===== src/rtl/cve2_rvfi_trace_fifo.sv =====
// Retirement trace FIFO: buffers RVFI records for a slow sink, counting and
// flagging retirements dropped while the buffer is full.
module cve2_rvfi_trace_fifo #(
  parameter int unsigned Depth = 8,
  parameter int unsigned LvlW  = $clog2(Depth + 1)
) (
  input  logic            clk_i,
  input  logic            rst_ni,
  input  logic            enable_i,
  input  logic            clear_i,
  input  logic            rvfi_valid,
  input  logic [31:0]     rvfi_pc_rdata,
  input  logic [31:0]     rvfi_insn,
  input  logic            rvfi_trap,
  input  logic [4:0]      rvfi_rd_addr,
  input  logic [31:0]     rvfi_rd_wdata,
  output logic            trace_valid_o,
  input  logic            trace_ready_i,
  output logic [31:0]     trace_pc_o,
  output logic [31:0]     trace_insn_o,
  output logic [31:0]     trace_rd_wdata_o,
  output logic [4:0]      trace_rd_addr_o,
  output logic            trace_trap_o,
  output logic            trace_lost_o,
  output logic [15:0]     drop_count_o,
  output logic [LvlW-1:0] level_o
);
  localparam int unsigned     PtrW    = $clog2(Depth);
  localparam logic [LvlW-1:0] FullLvl = LvlW'(Depth);

  typedef struct packed {
    logic [31:0] pc;
    logic [31:0] insn;
    logic        trap;
    logic [4:0]  rd_addr;
    logic [31:0] rd_wdata;
    logic        lost;
  } rec_t;

  rec_t            mem_q [Depth];
  logic [PtrW-1:0] rptr_q, wptr_q;
  logic [LvlW-1:0] level_q;
  logic [15:0]     drop_q;
  logic            lost_pend_q;

  logic retire, pop, push, drop;
  rec_t wrec, head;

  assign retire = rvfi_valid && enable_i && !clear_i;
  assign pop    = (level_q != '0) && trace_ready_i;
  // A full FIFO still accepts when the head leaves in the same cycle.
  assign push   = retire && ((level_q != FullLvl) || pop);
  assign drop   = retire && !push;

  always_comb begin
    wrec.pc       = rvfi_pc_rdata;
    wrec.insn     = rvfi_insn;
    wrec.trap     = rvfi_trap;
    wrec.rd_addr  = rvfi_rd_addr;
    wrec.rd_wdata = (rvfi_rd_addr == 5'd0) ? 32'd0 : rvfi_rd_wdata;
    wrec.lost     = lost_pend_q;
  end

  always_ff @(posedge clk_i or negedge rst_ni) begin
    if (!rst_ni) begin
      rptr_q      <= '0;
      wptr_q      <= '0;
      level_q     <= '0;
      drop_q      <= '0;
      lost_pend_q <= 1'b0;
    end else if (clear_i) begin
      rptr_q      <= '0;
      wptr_q      <= '0;
      level_q     <= '0;
      drop_q      <= '0;
      lost_pend_q <= 1'b0;
    end else begin
      if (push) wptr_q <= wptr_q + 1'b1;
      if (pop)  rptr_q <= rptr_q + 1'b1;
      case ({push, pop})
        2'b10:   level_q <= level_q + 1'b1;
        2'b01:   level_q <= level_q - 1'b1;
        default: level_q <= level_q;
      endcase
      if (drop && drop_q != 16'hFFFF) drop_q <= drop_q + 1'b1;
      if (drop)      lost_pend_q <= 1'b1;
      else if (push) lost_pend_q <= 1'b0;
    end
  end

  // Record storage carries no reset; validity is tracked by level_q alone.
  always_ff @(posedge clk_i) begin
    if (push) mem_q[wptr_q] <= wrec;
  end

  assign head             = mem_q[rptr_q];
  assign trace_valid_o    = (level_q != '0);
  assign trace_pc_o       = head.pc;
  assign trace_insn_o     = head.insn;
  assign trace_rd_wdata_o = head.rd_wdata;
  assign trace_rd_addr_o  = head.rd_addr;
  assign trace_trap_o     = head.trap;
  assign trace_lost_o     = head.lost;
  assign drop_count_o     = drop_q;
  assign level_o          = level_q;
endmodule


===== config.mk =====
export PLATFORM = sky130hd
export DESIGN_NAME = cve2_rvfi_trace_fifo
export DESIGN_NICKNAME = d
export VERILOG_FILES = /design/src/rtl/cve2_rvfi_trace_fifo.sv
export SDC_FILE = /design/constraint.sdc
export NUM_CORES = 1
export LEC_CHECK = 0
export BUFFER_PORTS_ARGS = -buffer_cell sky130_fd_sc_hd__buf_2
export CELL_PAD_IN_SITES_DETAIL_PLACEMENT = 0
export CELL_PAD_IN_SITES_GLOBAL_PLACEMENT = 1
export CORE_ASPECT_RATIO = 1.4
export CORE_MARGIN = 3
export CORE_UTILIZATION = 40
export CTS_CLUSTER_DIAMETER = 150
export DETAILED_ROUTE_END_ITERATION = 16
export PLACE_DENSITY_LB_ADDON = 0.2
export RECOVER_POWER = 100
export SLEW_MARGIN = 20
export SYNTH_ARGS = -nofsm -noshare
export SYNTH_HDL_FRONTEND = slang
export SYNTH_SLANG_ARGS = --single-unit

===== constraint.sdc =====
create_clock -name clk_i -period 12.9 [get_ports clk_i]
set_input_delay 3.87 -clock clk_i [delete_from_list [all_inputs] [get_ports clk_i]]
set_output_delay 3.87 -clock clk_i [all_outputs]
set_load 0.01 [all_outputs]

==> Yosys cells after proc, flatten, opt, wreduce, memory -nomap -nowiden <==
Memories as Yosys holds them, arrays and structs flattened.
Index checks and enable logic that the tools add are counted.
{ "word_totals": {"register_bits": 27, "latch_bits": 0, "ram_bits": 824, "romBits": 0, "inputBits": 108, "elab_cells": 45, "mem_count": 1} }
{ "classes": {"n_addsub": 5, "multipliers": 0, "div_mod_pow": 0, "n_lt_le_gt_ge": 0, "n_eq_ne": 4, "shifts": 0, "n_mux": 14, "bitwise": 0, "n_reduce_logical": 16} }
{ "memory_table": {"columns": ["memory", "depth", "word_bits", "read_ports", "rd_ports_with_merged_regs", "wr", "line_no", "rtl"], "rows": [
  ["mem_q", 8, 103, 1, 0, 1, "40", "rec_t mem_q [Depth];"]
]} }
{ "ops": {"columns": ["operator", "count"], "rows": [
  ["16-bit 2-to-1 mux", 2],
  ["32-bit 2-to-1 mux", 1],
  ["16-bit by 1-bit adder with 16-bit output, second input constant", 1],
  ["16-bit != test, second input constant", 1],
  ["3-bit 2-to-1 mux", 4],
  ["4-bit case mux with 2 select lines", 1],
  ["3-bit by 1-bit adder with 3-bit output, second input constant", 2],
  ["1-bit logical AND", 6],
  ["2-bit nonzero test", 3],
  ["3-bit nonzero test", 2],
  ["5-bit zero test", 1],
  ["1-bit 2-to-1 mux", 5],
  ["4-bit by 1-bit adder with 4-bit output, second input constant", 1],
  ["4-bit 2-to-1 mux", 1],
  ["4-bit != test, second input constant", 1],
  ["4-bit nonzero test", 1],
  ["4-bit by 1-bit subtractor with 4-bit output, second input constant", 1],
  ["2-bit by 1-bit equality test with 1-bit output, second input constant", 1],
  ["2-bit equality test, second input constant", 1],
  ["1-bit zero test", 2],
  ["1-bit logical OR", 1]
]} }

==> Longest topological paths before layout <==
Gate-level depths: netlist of the first run.
{ "depth": {"depth_word": 9, "mapped_depth": 8, "depth_no_buf": 7} }

==> Worst setup path before layout of the first run <==
No wires, ideal clock.
{ "synth_timing": {"path_type": "input-to-reg", "start": "input clear_i", "end": "memory mem_q[1][0] (netlist name) (enable)", "setup_time_ps": 691, "t_arrival_ps": 11455, "required_time_ps": 12209, "slack_ps": 754, "stages": 4, "n_path_buf": 1, "path_cell_list": "clkbuf_1 > and3b_1 > nand3_1 > nor3_1"} }
{ "synth_between": {"elab_chain_cells": 5} }
{ "synth_rtl": {"columns": ["item", "line_no", "rtl"], "rows": [
  ["start: declaration", "10", "input logic clear_i,"],
  ["1-bit zero test", "49", "assign retire = rvfi_valid && enable_i && !clear_i;"],
  ["1-bit logical AND", "49", null],
  ["1-bit logical AND", "52", "assign push = retire && ((level_q != FullLvl) || pop);"],
  ["1-bit 2-to-1 mux", "93", "if (push) mem_q[wptr_q] <= wrec;"],
  ["1-bit 2-to-1 mux (not written as such)", "93", null],
  ["end: declaration", "40", null]
]} }
Every way passes these cells.

==> Worst setup path after layout of the first run <==
{ "layout_timing": {"start": "register rptr_q[0]", "end": "output trace_rd_wdata_o[20]"} }
{ "layout_between": {"elab_chain_cells": 1} }
{ "layout_rtl": {"columns": ["item", "line_no", "rtl"], "rows": [
  ["start: declaration", "41", "logic [PtrW-1:0] rptr_q, wptr_q;"],
  ["start signal: assignment", "79", "if (pop) rptr_q <= rptr_q + 1'b1;"],
  ["memory 8 x 103 bit", null, null],
  ["end: declaration", "21", "output logic [31:0] trace_rd_wdata_o,"]
]} }
Every way passes these cells.

==> results.tsv, run 1 <==
stage	metric	value	unit
status	outcome	complete, but fails checks	
status	failing checks	capacitance limit, slew limit	
synthesis	leading post-synthesis cells by cell area	edfxtp_1 76%, mux4_2 14%, mux2_2 3.5%	
clock_tree	root buffer cell	clkbuf_16	
power	Clock power frac	37.5	%
timing	Worst Tran Pin Value	4310	ps
power	Net Sw Power	0.00155	W
floorplan	core area	80800	sq um
flow_run	# Max-Cap Violations	18	
timing	fmax	106	MHz
routing	Max Used Layer	met5	
final_layout	Layout area overhead	15.3	%
grt	pin count of the biggest net entering global routing	111	
floorplan	initial core utilization	40.5	%
critical_path	Reg2Reg Depth	5	
timing	headroom to the max-slew limit	-187	%
timing	clock skew	28.2	ps
synthesis	Mapped Area	32700	sq um
synthesis	Synth Area in XOR/XNOR	0.134	%
synthesis	sequential share of the synthesized area	77.6	%
synthesis	Yosys cell types	46	
synthesis	post-synthesis register bit count	851	
critical_path	CP arrival	5580	ps
power	sequential power share	47.0	%
clock_tree	CTS tree	built	
grt	grt total ovfl	0	
synthesis	Compound-Gate Fraction of Synth Area	0.753	%
power	maximum vdd drop	0.131	mV
routing	Vias/cell	5.32	
power	pwr dens	175	nW/um^2
routing	vias	15023	
floorplan	boundary pin count	232	
min_path	Hold WC Path Type	reg -> reg	
critical_path	worst-path maximum fanout	72	
clock_tree	cts bufs inserted	83	
timing	Final setup viols	0	
synthesis	Gate Count Post-Synth	1414	
grt	antenna violations before repair	14	
min_path	min-delay src	drop_count_o[7]	
min_path	Hold Path End	drop_count_o[7]	
clock_tree	postcts setup bufs	0	
power	Tot Pwr	0.00661	W
synthesis	adder-cell share of the synthesized area	0.252	%
critical_path	slowest CP cell	clkbuf_1	
critical_path	cells along the critical path	clkbuf_1 > buf_16 > mux4_2 > mux2_1 > buf_2	
synthesis	Yosys top cell area share	75.6	%
grt	first-pass GRT wire length	105000	microns
clock_tree	Worst-path clk slew	70	ps
timing	fin crit share	73.3	%
critical_path	CP bufs+invs	3	
routing	post-route ant nets	0	
synthesis	leading register cell type out of synthesis	edfxtp_1	
critical_path	reg-to-reg endpoint	mem_q[4][60]	
routing	Avg WL per Cell	24.8	microns
clock_tree	clk buf depth	3	
timing	fin. max-slew vios	772	
critical_path	crit-path max cell delay	2480	ps
floorplan	Die Area	85400	sq um
timing	Final Hold Vio Count	0	
critical_path	reg2reg start	level_o[0]	
clock_tree	Max H-tree Level	3	
critical_path	Worst Setup SP	rptr_q[0]	
synthesis	main combinational cell family by area after synthesis	multiplexers	
power	Combinational Power Share	15.5	%
routing	drt drc	0	
grt	Tot GR Track Use	16.7	%
min_path	WHS Path Cells	2	
routing	routed length on met2	35700	microns
routing	drt pass-1 iters	5	
synthesis	async set-or-reset flop fraction in the synthesized netlist	3.17	%
critical_path	Critical Path RT	9030	ps
grt	vias in the first global route	16389	
routing	WL final	70100	microns
critical_path	kind of critical path	reg -> out	
final_layout	most frequent cells in the layout	824 x edfxtp_1, 206 x mux4_2, 183 x clkbuf_1	
synthesis	mux cell area share after synthesis	18.1	%
floorplan	Die H	345	microns
timing	RSZ-0062 raised after global routing	no	
clock_tree	hold_buf cts	0	
routing	WL met3	4020	microns
routing	wl on met1	28900	microns
timing	setup TNS	0	ps
routing	DR iter-0 viols	963	
clock_tree	cts repair resizes	0	
clock_tree	clock sink total	851	
placement	GPL Wtd Cong	0.698	
placement	IO buf count	231	
power	Pint	0.00506	W
synthesis	Synth Area per Inst	23.2	sq um
timing	Tmin final	9450	ps
critical_path	CP top delay family	buffers and inverters	
synthesis	area leader, netlist	edfxtp_1	
final_layout	# nets final	1801	
critical_path	critical path capture point type	output pin	
final_layout	ratio of cells with drive above 1 in the final layout	27.6	%
floorplan	Placement Rows	123	
synthesis	Post-synth EDFFs	824	
critical_path	Setup crit start kind	flip-flop	
clock_tree	worst skew pair latency	630	ps
synthesis	Syn Nets	1528	
synthesis	Simple-Gate Fraction of Synth Area	2.20	%
floorplan	Die X	248	microns
placement	Final HPWL DP	36900	microns
critical_path	reg-to-reg setup timing slack	7170	ps
power	sw frac	23.5	%
final_layout	commonest non-fill, non-tap cell in the layout	edfxtp_1	
power	P_leak	11.6	nW
synthesis	yosys warns	0	
sequential cells by signal, indices dropped and copies added, names as in the netlist:
name          cells
lost_pend_q       1
level_o           4
drop_count_o     16
mem_q           824
wptr_q            3
rptr_q            3
kinds of logic (layout without fill, tap and decap cells):
kind of cell | Yosys count | in the layout
multiplexers | 320 | 320
adder cells (fa/ha/maj) | 6 | 6
buffers and inverters | 73 | 413
XOR/XNOR | 5 | 5
AND/OR/NAND/NOR | 125 | 125
AO/OA/AOI/OAI | 34 | 34
flip-flops | 851 | 851
other | 0 | 7
cell usage after synthesis, types with 2 or more instances:
master	count
o31ai_1	7
nor2_1	26
nand3_1	8
or3_1	3
edfxtp_1	824
inv_1	5
xnor2_1	4
dfrtp_1	27
and2_1	2
buf_2	25
a211oi_1	4
mux4_2	206
nor3_1	3
mux2_1	9
clkbuf_1	43
o21ai_1	2
ha_1	5
nand2b_1	3
a21oi_1	14
nor4_1	5
nor2b_1	39
nand2_1	10
mux2i_1	2
or4_1	8
nand4_1	7
mux2_2	103
tightest hold or removal path, cell delays in order, from the launching register on:
cell     delay [ps]
dfrtp_1         410
o31ai_1          80
a21oi_1          60
area by class of cell:
type,instances,area (sq um)
Clock buffer,96,2170
Fill cell,6834,43100
Antenna cell,7,17.5
Timing Repair Buffer,256,1150
Sequential cell,851,25400
Clock inverter,56,629
Inverter,5,18.8
Multi-Input combinational cell,490,7000
Tap cell,1062,1330
power by group through the flow:
stage / combinational, W / sequential (W) / clock [W]
after floorplan: 0.000764 / 0.00314 / 0
after global placement: 0.00107 / 0.00317 / 0
after detailed placement: 0.00107 / 0.00317 / 0
after CTS: 0.00108 / 0.00311 / 0.00255
after global routing: 0.00112 / 0.00311 / 0.00265
final: 0.00103 / 0.00310 / 0.00248
layer usage:
metal	up-vias	track usage, %
met5	-	0
met4	12	5.04
met3	95	3.69
met2	348	28.2
met1	8048	21.6
li1	6520	-
through the flow:
| step | cells | hold slack, ps | setup WS, ps | util, % | cell area, sq um |
|---|---|---|---|---|---|
| 2_1_floorplan | 1414 | 540 | 754 | - | 32700 |
| 3_3_place_gp | 2662 | 572 | 5620 | 43.6 | 35200 |
| 3_5_place_dp | 2662 | 585 | 5590 | 43.6 | 35200 |
| 4_1_cts | 2814 | 592 | 4890 | 47.1 | 38000 |
| 5_1_grt | 2817 | 611 | 2780 | 46.7 | 37700 |
| 6_report | 2823 | 586 | 3450 | 46.7 | 37700 |
how the worst max path moves through the flow:
stage / slack [ps] / to / cells after the start
global placement: 5620 / trace_rd_addr_o[2] / 5
floorplan: 750 / mem_q[1][0] / 4
global route: 2780 / trace_rd_wdata_o[20] / 5
finish: 3450 / trace_rd_wdata_o[20] / 5
detailed placement: 5590 / trace_rd_addr_o[2] / 5
CTS: 4890 / trace_rd_addr_o[2] / 5
No activity file was read; power rests on OpenSTA's default activity.
==> inputs of run 2 (changes only) <==
clock period = 9.3 ns   (was 12.9 ns; I/O delays follow)
==> run 2 against run 1 <==
The run still ends with capacitance limit, slew limit left. Routed wire length hardly changed. Clock power is 30% higher. Clock skew is 13 ps lower. Largest cell class unchanged. Highest routed layer unchanged.
==> results.tsv, run 2 (same netlist as run 1, synthesis figures left out) <==
stage	metric	value	unit
routing	post-route ant nets	0	
critical_path	kind of critical path	reg -> out	
critical_path	Critical Path RT	6510	ps
placement	GPL Wtd Cong	0.714	
clock_tree	CTS tree	built	
critical_path	Worst Setup SP	rptr_q[1]	
timing	fin. max-slew vios	754	
final_layout	commonest non-fill, non-tap cell in the layout	edfxtp_1	
clock_tree	clock sink total	851	
floorplan	Die H	345	microns
routing	Vias/cell	5.30	
clock_tree	Worst-path clk slew	60	ps
min_path	min-delay src	drop_count_o[7]	
power	pwr dens	239	nW/um^2
clock_tree	worst skew pair latency	630	ps
final_layout	footprint of the multi-input gates	7010	sq um
final_layout	most frequent cells in the layout	824 x edfxtp_1, 206 x mux4_2, 185 x clkbuf_1	
clock_tree	Max H-tree Level	3	
timing	fin crit share	81.5	%
critical_path	CP arrival	4790	ps
clock_tree	cts bufs inserted	83	
placement	IO buf count	231	
grt	vias in the first global route	16588	
timing	Final setup viols	0	
placement	Final HPWL DP	37700	microns
final_layout	utilization after layout	46.4	%
floorplan	Die Area	85400	sq um
final_layout	Layout area overhead	14.6	%
critical_path	critical path capture point type	output pin	
final_layout	Post-Layout Cell Count	2815	
routing	WL final	70200	microns
routing	DR iter-0 viols	886	
critical_path	reg-to-reg setup timing slack	4160	ps
critical_path	worst-path maximum fanout	50	
final_layout	# nets final	1801	
timing	clock skew	15.4	ps
floorplan	initial core utilization	40.5	%
timing	setup TNS	0	ps
grt	antenna violations before repair	5	
grt	pin count of the biggest net entering global routing	118	
flow_run	# Max-Cap Violations	18	
clock_tree	root buffer cell	clkbuf_16	
power	maximum vdd drop	0.170	mV
timing	final worst slack	1720	ps
clock_tree	cts repair resizes	0	
timing	Final Hold Vio Count	0	
floorplan	Die X	248	microns
min_path	Hold WC Path Type	reg -> reg	
final_layout	total area of sequential cells	25400	sq um
routing	Avg WL per Cell	24.9	microns
final_layout	max reg flops	824	
status	failing checks	capacitance limit, slew limit	
timing	Tmin final	7580	ps
clock_tree	postcts setup bufs	0	
timing	fmax	132	MHz
critical_path	Reg2Reg Depth	5	
grt	first-pass GRT wire length	106000	microns
power	P_leak	11.5	nW
critical_path	Worst Setup EP	trace_insn_o[4]	
critical_path	reg-to-reg endpoint	mem_q[0][67]	
placement	dpl cells	2664	
timing	headroom to the max-slew limit	-192	%
clock_tree	hold_buf cts	0	
grt	grt total ovfl	0	
routing	drt drc	0	
grt	Tot GR Track Use	16.9	%
status	outcome	complete, but fails checks	
routing	drt pass-1 iters	5	
timing	RSZ-0062 raised after global routing	no	
final_layout	ratio of cells with drive above 1 in the final layout	28.0	%
final_layout	Reg with most FFs	mem_q	
critical_path	Setup crit start kind	flip-flop	
floorplan	core area	80800	sq um
critical_path	reg2reg start	level_o[0]	
routing	vias	14928	
timing	Worst Tran Pin Value	4380	ps
final_layout	# fillers	6793	
placement	Setup WS pre-CTS	3550	ps
floorplan	Placement Rows	123	
floorplan	boundary pin count	232	
clock_tree	clk buf depth	3	
==> run 2: worst min-delay path by stage <==
stage	end	slack, ps	cells past startpoint
floorplan	mem_q[0][0]	540	0
finish	drop_count_o[7]	600	2
global route	drop_count_o[7]	630	2
global placement	drop_count_o[7]	590	2
CTS	drop_count_o[7]	600	2
detailed placement	drop_count_o[7]	600	2
==> run 2: critical path: stages, from the launching register on <==
cell and delay (ps):
dfrtp_1 1770, clkbuf_2 1340, mux4_2 430, mux2_1 370, buf_2 170
==> run 2: where the power goes <==
group	total (W)	switching, W	internal, W
Combinational	0.00140	0.000690	0.000714
Sequential	0.00432	0.0000744	0.00425
Clock	0.00322	0.00139	0.00183
Total	0.00895	0.00216	0.00679
==> run 2: routing by layer <==
| layer | wire, microns | global-route usage [%] | vias to the layer above | part of all wire (%) |
|---|---|---|---|---|
| met5 | 47 | 0 | - | 0.067 |
| met4 | 1260 | 4.65 | 6 | 1.8 |
| met3 | 3690 | 3.51 | 93 | 5.3 |
| met2 | 35600 | 28.3 | 343 | 51 |
| met1 | 29600 | 22.4 | 7959 | 42 |
| li1 | - | - | 6527 | - |
==> run 2: cell type report <==
cell class,instances,share of cell area (%)
sequential,851,67.8
multi-input combinational,490,18.7
clock buffer,101,5.86
tap,1062,3.54
timing repair buffer,256,3.00
clock inverter,47,1.06
inverter,5,0.0500
antenna,3,0.0200
==> run 2: per-stage QoR <==
step | total power, W | area, sq um | hold slack [ps]
after CTS | 0.00914 | 37800 | 603
after global placement | 0.00589 | 35200 | 585
after global routing | 0.00935 | 37500 | 631
after floorplan | 0.00541 | 32700 | 540
after detailed placement | 0.00590 | 35200 | 598
final | 0.00895 | 37500 | 601
